### config.mk
export PLATFORM = sky130hd
export DESIGN_NAME = nubus_bus_owner_seq
export DESIGN_NICKNAME = d
export VERILOG_FILES = /design/src/rtl/nubus_bus_owner_seq.sv
export SDC_FILE = /design/constraint.sdc
export NUM_CORES = 1
export LEC_CHECK = 0
export BUFFER_PORTS_ARGS = -buffer_cell sky130_fd_sc_hd__buf_2
export CAP_MARGIN = 25
export CORE_UTILIZATION = 53
export DETAILED_ROUTE_END_ITERATION = 7
export PLACE_DENSITY = 0.76
export SETUP_SLACK_MARGIN = 0.3
export SYNTH_ARGS = -nofsm -noshare
export SYNTH_HDL_FRONTEND = slang
export SYNTH_SLANG_ARGS = --single-unit
### constraint.sdc
create_clock -name clk_n_3v3 -period 1.8 [get_ports clk_n_3v3]
set_clock_uncertainty 0.05 [all_clocks]
set_input_delay 0.45 -clock clk_n_3v3 [delete_from_list [all_inputs] [get_ports clk_n_3v3]]
set_output_delay 0.45 -clock clk_n_3v3 [all_outputs]
set_load 0.02 [all_outputs]
### src/rtl/nubus_bus_owner_seq.sv
// Bus-ownership sequencer for the NuBus level-shifter/arbiter CPLD: fair arbitration, tenure handover,
// direction/OE control. Define NUBUS_LOCK_EN to let the master keep ownership across locked transactions.
module nubus_bus_owner_seq #(
    parameter int ARB_CYCLES    = 2,
    parameter int OE_DELAY      = 4,
    parameter int GRANT_TIMEOUT = 255,
    parameter int TIMEOUT_W     = 8
) (
    input  logic clk_n_3v3,
    input  logic reset_n_3v3,
    input  logic mst_req,
    input  logic mst_start_cyc,
    input  logic mst_done,
    input  logic mst_lock,
    output logic mst_grant,
    input  logic slv_ack_cyc,
    input  logic start_n_in,
    input  logic ack_n_in,
    input  logic rqst_n_in,
    input  logic grant,
    output logic arb,
    output logic rqst_o,
    output logic nubus_master_dir,
    output logic tmoen,
    output logic nubus_oe,
    output logic arb_timeout
);

    localparam int ARB_W = (ARB_CYCLES > 1) ? $clog2(ARB_CYCLES) : 1;

    typedef enum logic [2:0] {
        S_RESET_HOLD, S_IDLE, S_FAIR_WAIT, S_ARB, S_LOST, S_WAIT_BUS, S_OWN, S_RELEASE
    } state_t;

    state_t               state_q, state_d;
    logic [TIMEOUT_W-1:0] cnt_q, cnt_d;
    logic [ARB_W-1:0]     arb_cnt_q, arb_cnt_d;
    logic                 fair_q, fair_d;
    logic                 busy_q, busy_d;
    logic                 arb_d, rqst_d, dir_d, tmoen_d, oe_d, grant_d, timeout_d;

`ifndef NUBUS_LOCK_EN
    logic unused_lock;
    assign unused_lock = mst_lock;
`endif

    // Ack closes a tenure even if a new START is seen in the same cycle.
    assign busy_d = !ack_n_in ? 1'b0 : (!start_n_in ? 1'b1 : busy_q);

    always_ff @(posedge clk_n_3v3) begin
        if (!reset_n_3v3) begin
            state_q     <= S_RESET_HOLD;
            cnt_q       <= '0;
            arb_cnt_q   <= '0;
            fair_q      <= 1'b0;
            busy_q      <= 1'b0;
            arb         <= 1'b0;
            rqst_o      <= 1'b0;
            nubus_master_dir <= 1'b0;
            tmoen       <= 1'b0;
            nubus_oe    <= 1'b1;
            mst_grant   <= 1'b0;
            arb_timeout <= 1'b0;
        end else begin
            state_q     <= state_d;
            cnt_q       <= cnt_d;
            arb_cnt_q   <= arb_cnt_d;
            fair_q      <= fair_d;
            busy_q      <= busy_d;
            arb         <= arb_d;
            rqst_o      <= rqst_d;
            nubus_master_dir <= dir_d;
            tmoen       <= tmoen_d;
            nubus_oe    <= oe_d;
            mst_grant   <= grant_d;
            arb_timeout <= timeout_d;
        end
    end

    always_comb begin
        state_d   = state_q;
        cnt_d     = '0;
        arb_cnt_d = '0;
        fair_d    = fair_q;
        case (state_q)
            S_RESET_HOLD: begin
                cnt_d = cnt_q + TIMEOUT_W'(1);
                if (cnt_q == TIMEOUT_W'(OE_DELAY - 1)) begin
                    state_d = S_IDLE;
                    cnt_d   = '0;
                end
            end
            S_IDLE: begin
                if (mst_req) state_d = fair_q ? S_FAIR_WAIT : S_ARB;
            end
            S_FAIR_WAIT, S_ARB, S_LOST, S_WAIT_BUS: begin
                cnt_d = cnt_q + TIMEOUT_W'(1);
                // Timeout outranks everything so the already-issued pulse always means an abort.
                if (cnt_q == TIMEOUT_W'(GRANT_TIMEOUT - 1)) begin
                    state_d = S_IDLE;
                    fair_d  = 1'b1;
                    cnt_d   = '0;
                end else if (!mst_req) begin
                    state_d = S_IDLE;
                    cnt_d   = '0;
                end else begin
                    case (state_q)
                        S_FAIR_WAIT: if (rqst_n_in) begin
                            fair_d  = 1'b0;
                            state_d = S_ARB;
                        end
                        S_ARB: begin
                            if (arb_cnt_q == ARB_W'(ARB_CYCLES - 1))
                                state_d = grant ? S_WAIT_BUS : S_LOST;
                            else
                                arb_cnt_d = arb_cnt_q + ARB_W'(1);
                        end
                        S_LOST:     if (!ack_n_in) state_d = S_ARB;
                        S_WAIT_BUS: if (!busy_q) state_d = S_OWN;
                        default:    state_d = state_q;
                    endcase
                end
            end
            S_OWN: begin
`ifdef NUBUS_LOCK_EN
                if (mst_done && !mst_lock) state_d = S_RELEASE;
`else
                if (mst_done) state_d = S_RELEASE;
`endif
            end
            S_RELEASE: begin
                state_d = S_IDLE;
                fair_d  = 1'b1;
            end
            default: state_d = S_IDLE;
        endcase
    end

    // Outputs are decoded from the next state so the registered pins line up with the state.
    always_comb begin
        arb_d     = (state_d == S_ARB) || (state_d == S_WAIT_BUS);
        rqst_d    = (state_d == S_ARB) || (state_d == S_WAIT_BUS) || (state_d == S_LOST);
        dir_d     = (state_d == S_OWN);
        grant_d   = (state_d == S_OWN);
        oe_d      = (state_d == S_RESET_HOLD);
        tmoen_d   = slv_ack_cyc;
        if (state_d == S_OWN)     tmoen_d = mst_start_cyc;
        if (state_d == S_RELEASE) tmoen_d = 1'b0;
        timeout_d = ((state_d == S_FAIR_WAIT) || (state_d == S_ARB) || (state_d == S_LOST) ||
                     (state_d == S_WAIT_BUS)) && (cnt_d == TIMEOUT_W'(GRANT_TIMEOUT - 1));
    end

endmodule
==> results of run 1 <==
## final timing paths
| check | slack (ns) | end | cells past startpoint | start |
|---|---|---|---|---|
| min | 0.25 | busy_q$_SDFFE_PN0N_ | 2 | start_n_in |
| min reg2reg | 0.45 | busy_q$_SDFFE_PN0N_ | 2 | busy_q$_SDFFE_PN0N_ |
| max | 0.16 | rqst_o$_SDFF_PN0_ | 7 | cnt_q[0]$_SDFF_PN0_ |
| max reg2reg | 0.16 | rqst_o$_SDFF_PN0_ | 7 | cnt_q[0]$_SDFF_PN0_ |
## area by class of cell
type / count / area [um^2]
Clock buffer: 3 / 22.52
Multi-Input combinational cell: 89 / 696.9
Inverter: 3 / 11.26
Fill cell: 132 / 396.6
Sequential cell: 20 / 422.9
Tap cell: 25 / 31.28
Timing Repair Buffer: 32 / 201.4
## power by group through the flow
stage	registers [mW]	logic, mW	clock network, mW
finish	0.558	0.405	0.213
global route	0.563	0.441	0.235
CTS	0.550	0.403	0.216
detailed placement	0.562	0.316	0
global placement	0.559	0.303	0
floorplan	0.562	0.227	0
## timing repair
action                                  in CTS  in global routing
cloned                                       1                  0
endpoints found under the setup margin      14                 14
gates resized for setup                     25                  5
setup buffers                               10                  2
hold buffers                                 0                  0
pin swaps                                   18                  1
## registers in the layout, indices dropped and copies added, names as in the netlist
| name | cells |
|---|---|
| arb_cnt_q | 1 |
| fair_q | 1 |
| tmoen | 1 |
| busy_q | 1 |
| rqst_o | 1 |
| arb | 1 |
| state_q | 3 |
| arb_timeout | 1 |
| nubus_master_dir | 1 |
| cnt_q | 8 |
| nubus_oe | 1 |
## through the flow
step	hold slack, ns	setup slack, ns	instances	util	total power [mW]
6_report	0.2476	0.1587	172	0.7775	1.175
5_1_grt	0.2492	0.09946	172	0.7775	1.238
4_1_cts	0.2533	0.1688	170	0.7621	1.170
3_5_place_dp	0.4013	0.03293	156	0.6540	0.8780
3_3_place_gp	0.3958	0.08426	156	0.6540	0.8622
2_1_floorplan	0.3765	0.2672	116	-	0.7894
## synthesized netlist by cell type (2+ instances only)
cell,number
ha_1,2
inv_1,3
mux2i_1,2
nor2_1,17
xnor2_1,2
o22ai_1,2
and2_1,2
a21oi_1,5
dfxtp_1,20
nand2_2,2
xor2_1,3
nor2b_1,5
nor3_1,2
buf_2,2
nand2_1,6
nand4b_1,3
nand3_1,8
nand2b_1,4
buf_4,3
## layer usage
| layer | global-route usage | up-vias | part of all wire |
|---|---|---|---|
| met1 | 0.2512 | 436 | 0.41 |
| met2 | 0.4901 | 23 | 0.54 |
| met3 | 0.06667 | 6 | 0.036 |
| met5 | 0 | - | 0 |
| met4 | 0.08235 | 0 | 0.015 |
| li1 | - | 476 | - |
## kinds of logic after synthesis
kind of cell / Yosys count / synth area share
adders and majority gates: 2 / 0.02430
xor gates and xnor gates: 6 / 0.05834
muxes: 2 / 0.01944
and+or+nand+nor: 58 / 0.3099
AOI/OAI and AO/OA: 20 / 0.1567
DFF: 20 / 0.3888
buffers and inverters: 8 / 0.04253
==> impl_metrics.json, run 1 <==
{
  "syn2layout_area_growth_pct": 34.63,
  "critPathBufInv": 1,
  "drt_first_pass_iters": 4,
  "p_sw_frac": 0.3511,
  "status": "finished, final reports clean",
  "finalSetupViolCount": 0,
  "fin_setup_tns_ns": 0,
  "p_sw_mw": 0.4126,
  "synth_area_leader_cell": "dfxtp_1",
  "fmax_ghz": 0.6093,
  "insertedDiodeCount": 0,
  "grt_pass1_vias": 951,
  "mostFrequentLayoutCell": "buf_2",
  "endpoint_kind": "flip-flop",
  "cpPeakStageDelay_ns": 0.37,
  "syn_avg_cell_area_um2": 8.877,
  "ys_warn_count": 0,
  "die_w_um": 46.08,
  "track_usage": 0.2514,
  "crit_fanout": 4,
  "placementRows": 15,
  "clock_latency_ns": 0.31,
  "numClockSinks": 20,
  "antenna_found_initial": 0,
  "p_clk_frac": 0.181,
  "holdCritPathClass": "in -> reg",
  "synth-async-reset-ratio": 0,
  "dieArea_um2": 2123,
  "detail_route.wl_per_cell_um": 13.83,
  "finalNetCount": 162,
  "cp_cell_sequence": "inv_2 > ha_4 > nand3_4 > o21ai_4 > o22a_2 > xor2_2 > and3b_1",
  "drcViolationCount": 0,
  "antenna_left": 0,
  "grt_setup_unrepaired": "true",
  "maxCapViolCount": 0,
  "cts_htree_levels": 1,
  "crit_type": "reg -> reg",
  "ys_seq_elements": 20,
  "internal_power_mw": 0.7624,
  "synth_top_flop_cell": "dfxtp_1",
  "drive_gt1_frac": 0.4830,
  "synth_area_leaders": "dfxtp_1 (39%), nor2_1 (6.2%), nand3_1 (3.9%)",
  "pwr_density_cell_nw_per_um2": 847.6,
  "gp_congestion": 0.8838,
  "dpl-instance-area_um2": 1166,
  "cts_tree": "yes",
  "grt_pass1_wl_um": 3781,
  "p_leak_nw": 0.5269,
  "cp.arrival_ns": 1.81,
  "min_period_ns": 1.641,
  "layout_common_cells": "buf_2 (17), nor2_1 (16), buf_4 (14)",
  "crit_required_ns": 1.97,
  "min_period_over_period": 0.9119,
  "relSlewSlack": 0.7730,
  "wirelength_um": 2379,
  "power_frac_seq": 0.475,
  "cp-start-kind": "flip-flop",
  "synth_top_area_frac": 0.3888,
  "vias": 941,
  "yosysSeqAreaShare": 0.3888,
  "numCtsBuffers": 3,
  "start_util": 0.5775,
  "slowest_stage": "dfxtp_4",
  "synth_edf_count": 0,
  "syn_inst": 116,
  "path_clk_slew_ns": 0.11,
  "gr-total-overflow": 0,
  "core_um2": 1783,
  "die_h_um": 46.08,
  "dpl.hpwl_um": 1544,
  "finalHoldViolations": 0,
  "yosysUniqueCellTypes": 42,
  "comb_power_share": 0.344,
  "syn_area_um2": 1030,
  "numPortBuffers": 16,
  "synth_nets": 129,
  "io_pins": 18,
  "cts-root-buf": "clkbuf_4",
  "tightest_slew_ns": 0.3405,
  "fin_area_um2": 1386,
  "cp_top_family": "compound AO/OA/AOI/OAI gates",
  "grt_start_max_net_pins": 11,
  "peakVddDrop_mv": 0.6480,
  "slew_violations": 0,
  "drtIter0Drc": 8,
  "clockBufferDepth": 2,
  "vias_per_cell": 5.471
}
Power figures use the tool's default switching activity.
==> inputs of run 2 (changes only) <==
--- a/config.mk
+++ b/config.mk
@@ -7,9 +7,9 @@
 export LEC_CHECK = 0
 export BUFFER_PORTS_ARGS = -buffer_cell sky130_fd_sc_hd__buf_2
 export CAP_MARGIN = 25
-export CORE_UTILIZATION = 53
+export CORE_UTILIZATION = 55
 export DETAILED_ROUTE_END_ITERATION = 7
-export PLACE_DENSITY = 0.76
+export PLACE_DENSITY = 0.79
 export SETUP_SLACK_MARGIN = 0.3
 export SYNTH_ARGS = -nofsm -noshare
 export SYNTH_HDL_FRONTEND = slang
==> constraint.sdc (replaced) <==
create_clock -name clk_n_3v3 -period 2 [get_ports clk_n_3v3]
set_clock_uncertainty 0.05 [all_clocks]
set_input_delay 0.5 -clock clk_n_3v3 [delete_from_list [all_inputs] [get_ports clk_n_3v3]]
set_output_delay 0.5 -clock clk_n_3v3 [all_outputs]
set_load 0.02 [all_outputs]
==> impl_metrics.json, run 2 (synthesized netlist as in run 1, its figures left out) <==
{
  "layout_common_cells": "nor2_1 (17), buf_2 (16), dfxtp_1 (12)",
  "fmax_ghz": 0.5868,
  "maxCapViolCount": 0,
  "wirelength_um": 2209,
  "antenna_found_initial": 0,
  "top_regs": "cnt_q x8, state_q x3",
  "met2_wirelength_um": 1178,
  "insertedDiodeCount": 0,
  "top_register": "cnt_q",
  "r2r_start": "cnt_q[4]$_SDFF_PN0_",
  "p_clk_frac": 0.285,
  "drcViolationCount": 0,
  "drt_first_pass_iters": 4,
  "antenna_left": 0,
  "crit_type": "reg -> reg",
  "dieArea_um2": 2049,
  "crit_path_start": "cnt_q[4]$_SDFF_PN0_",
  "cts_htree_levels": 1,
  "comb_power_share": 0.277,
  "met1Wirelength_um": 957,
  "dp_slack_ns": 0.1875,
  "numClockSinks": 20,
  "tightest_slew_ns": 0.3207,
  "die_h_um": 45.27,
  "hp-start": "start_n_in",
  "path_clk_slew_ns": 0.12,
  "relSlewSlack": 0.7862,
  "wl_met3_um": 54,
  "min_period_ns": 1.704,
  "drive_gt1_frac": 0.3986,
  "p_sw_mw": 0.3525,
  "multiInputGateArea_um2": 658.1,
  "mostFrequentLayoutCell": "nor2_1",
  "p_sw_frac": 0.3059,
  "grt_pass1_wl_um": 3332,
  "nFillCells": 134,
  "gr-total-overflow": 0,
  "start_util": 0.5900,
  "dpl.hpwl_um": 1454,
  "finalHoldViolations": 0,
  "fin_setup_tns_ns": 0,
  "internal_power_mw": 0.8001,
  "grt_setup_unrepaired": "true",
  "clockBufferDepth": 2,
  "power_frac_seq": 0.438,
  "detail_route.wl_per_cell_um": 13.55,
  "peakVddDrop_mv": 0.6770,
  "holdBufCountCts": 0,
  "crit_required_ns": 2.17,
  "placementRows": 15,
  "syn2layout_area_growth_pct": 26.85,
  "cp-start-kind": "flip-flop",
  "fin_ws_ns": 0.2959,
  "cts_tree": "yes",
  "status": "finished, final reports clean",
  "min_period_over_period": 0.8521,
  "slew_violations": 0,
  "vias_per_cell": 5.534,
  "drtIter0Drc": 9,
  "grt_start_max_net_pins": 13,
  "topRoutingLayerUsed": "met4",
  "crit_fanout": 5,
  "endpoint_kind": "flip-flop",
  "p_leak_nw": 0.4893,
  "gp_congestion": 0.8969,
  "numCtsBuffers": 3,
  "numPortBuffers": 16,
  "die_w_um": 45.27,
  "io_pins": 18,
  "grt_pass1_vias": 800,
  "largest_reg_flops": 8,
  "cts-root-buf": "clkbuf_4",
  "core_um2": 1745,
  "finalSetupViolCount": 0,
  "finalNetCount": 152,
  "pwr_density_cell_nw_per_um2": 882.4,
  "clock_latency_ns": 0.31,
  "vias": 902,
  "holdCritPathClass": "in -> reg",
  "track_usage": 0.2217,
  "cp.arrival_ns": 1.87,
  "ff_latch_area_um2": 420.4
}
-- run 2: changes by cell type in the layout (fill, tap and decap cells not counted), sizes merged --
| cell | change |
|---|---|
| buf | -9 |
| bufinv | +1 |
| nand2 | -1 |
-- run 2: power by group through the flow --
stage	Clock, mW	Sequential, mW	Combinational [mW]
detailed placement	0	0.502	0.250
global placement	0	0.498	0.244
floorplan	0	0.496	0.186
CTS	0.342	0.499	0.257
finish	0.329	0.504	0.319
global route	0.360	0.510	0.352
-- run 2: worst paths after layout --
| kind | slack (ns) | cells after the start | to |
|---|---|---|---|
| max | 0.30 | 5 | rqst_o$_SDFF_PN0_ |
| min reg2reg | 0.41 | 1 | cnt_q[0]$_SDFF_PN0_ |
| max reg2reg | 0.30 | 5 | rqst_o$_SDFF_PN0_ |
| min | 0.30 | 2 | busy_q$_SDFFE_PN0N_ |
-- run 2: repair_timing --
item	CTS	global route
setup buffers	0	4
pin swaps	0	5
gates resized for setup	7	18
endpoints found under the setup margin	5	12
-- run 2: through the flow --
stage / std cells / instance area, um^2 / power [mW] / util / hold slack (ns)
6_report: 163 / 1306 / 1.153 / 0.7484 / 0.2979
5_1_grt: 163 / 1306 / 1.221 / 0.7484 / 0.2754
4_1_cts: 159 / 1201 / 1.098 / 0.6882 / 0.2905
3_5_place_dp: 155 / 1131 / 0.7527 / 0.6480 / 0.4252
3_3_place_gp: 155 / 1131 / 0.7423 / 0.6480 / 0.4051
2_1_floorplan: 116 / 1030 / 0.6824 / - / 0.3908
-- run 2: cell type report --
cell class                      count  area share
Multi-Input combinational cell     88      0.5038
Sequential cell                    20      0.3218
Timing Repair Buffer               23      0.1015
Tap cell                           25     0.02395
Clock inverter                      1     0.02299
Clock buffer                        3     0.01724
Inverter                            3    0.008621
-- run 2: routing by layer --
metal  vias to the layer above  GRT usage
met4                         0    0.05455
met3                         4    0.04800
met1                       435     0.2469
li1                        450          -
met2                        13     0.4203
met5                         -          0
-- run 2: critical path, stage by stage (launching register included) --
cell and delay, ns:
dfxtp_2 0.39, nand4_1 0.24, o21ai_4 0.29, o22a_2 0.24, xor2_2 0.21, and3b_1 0.20
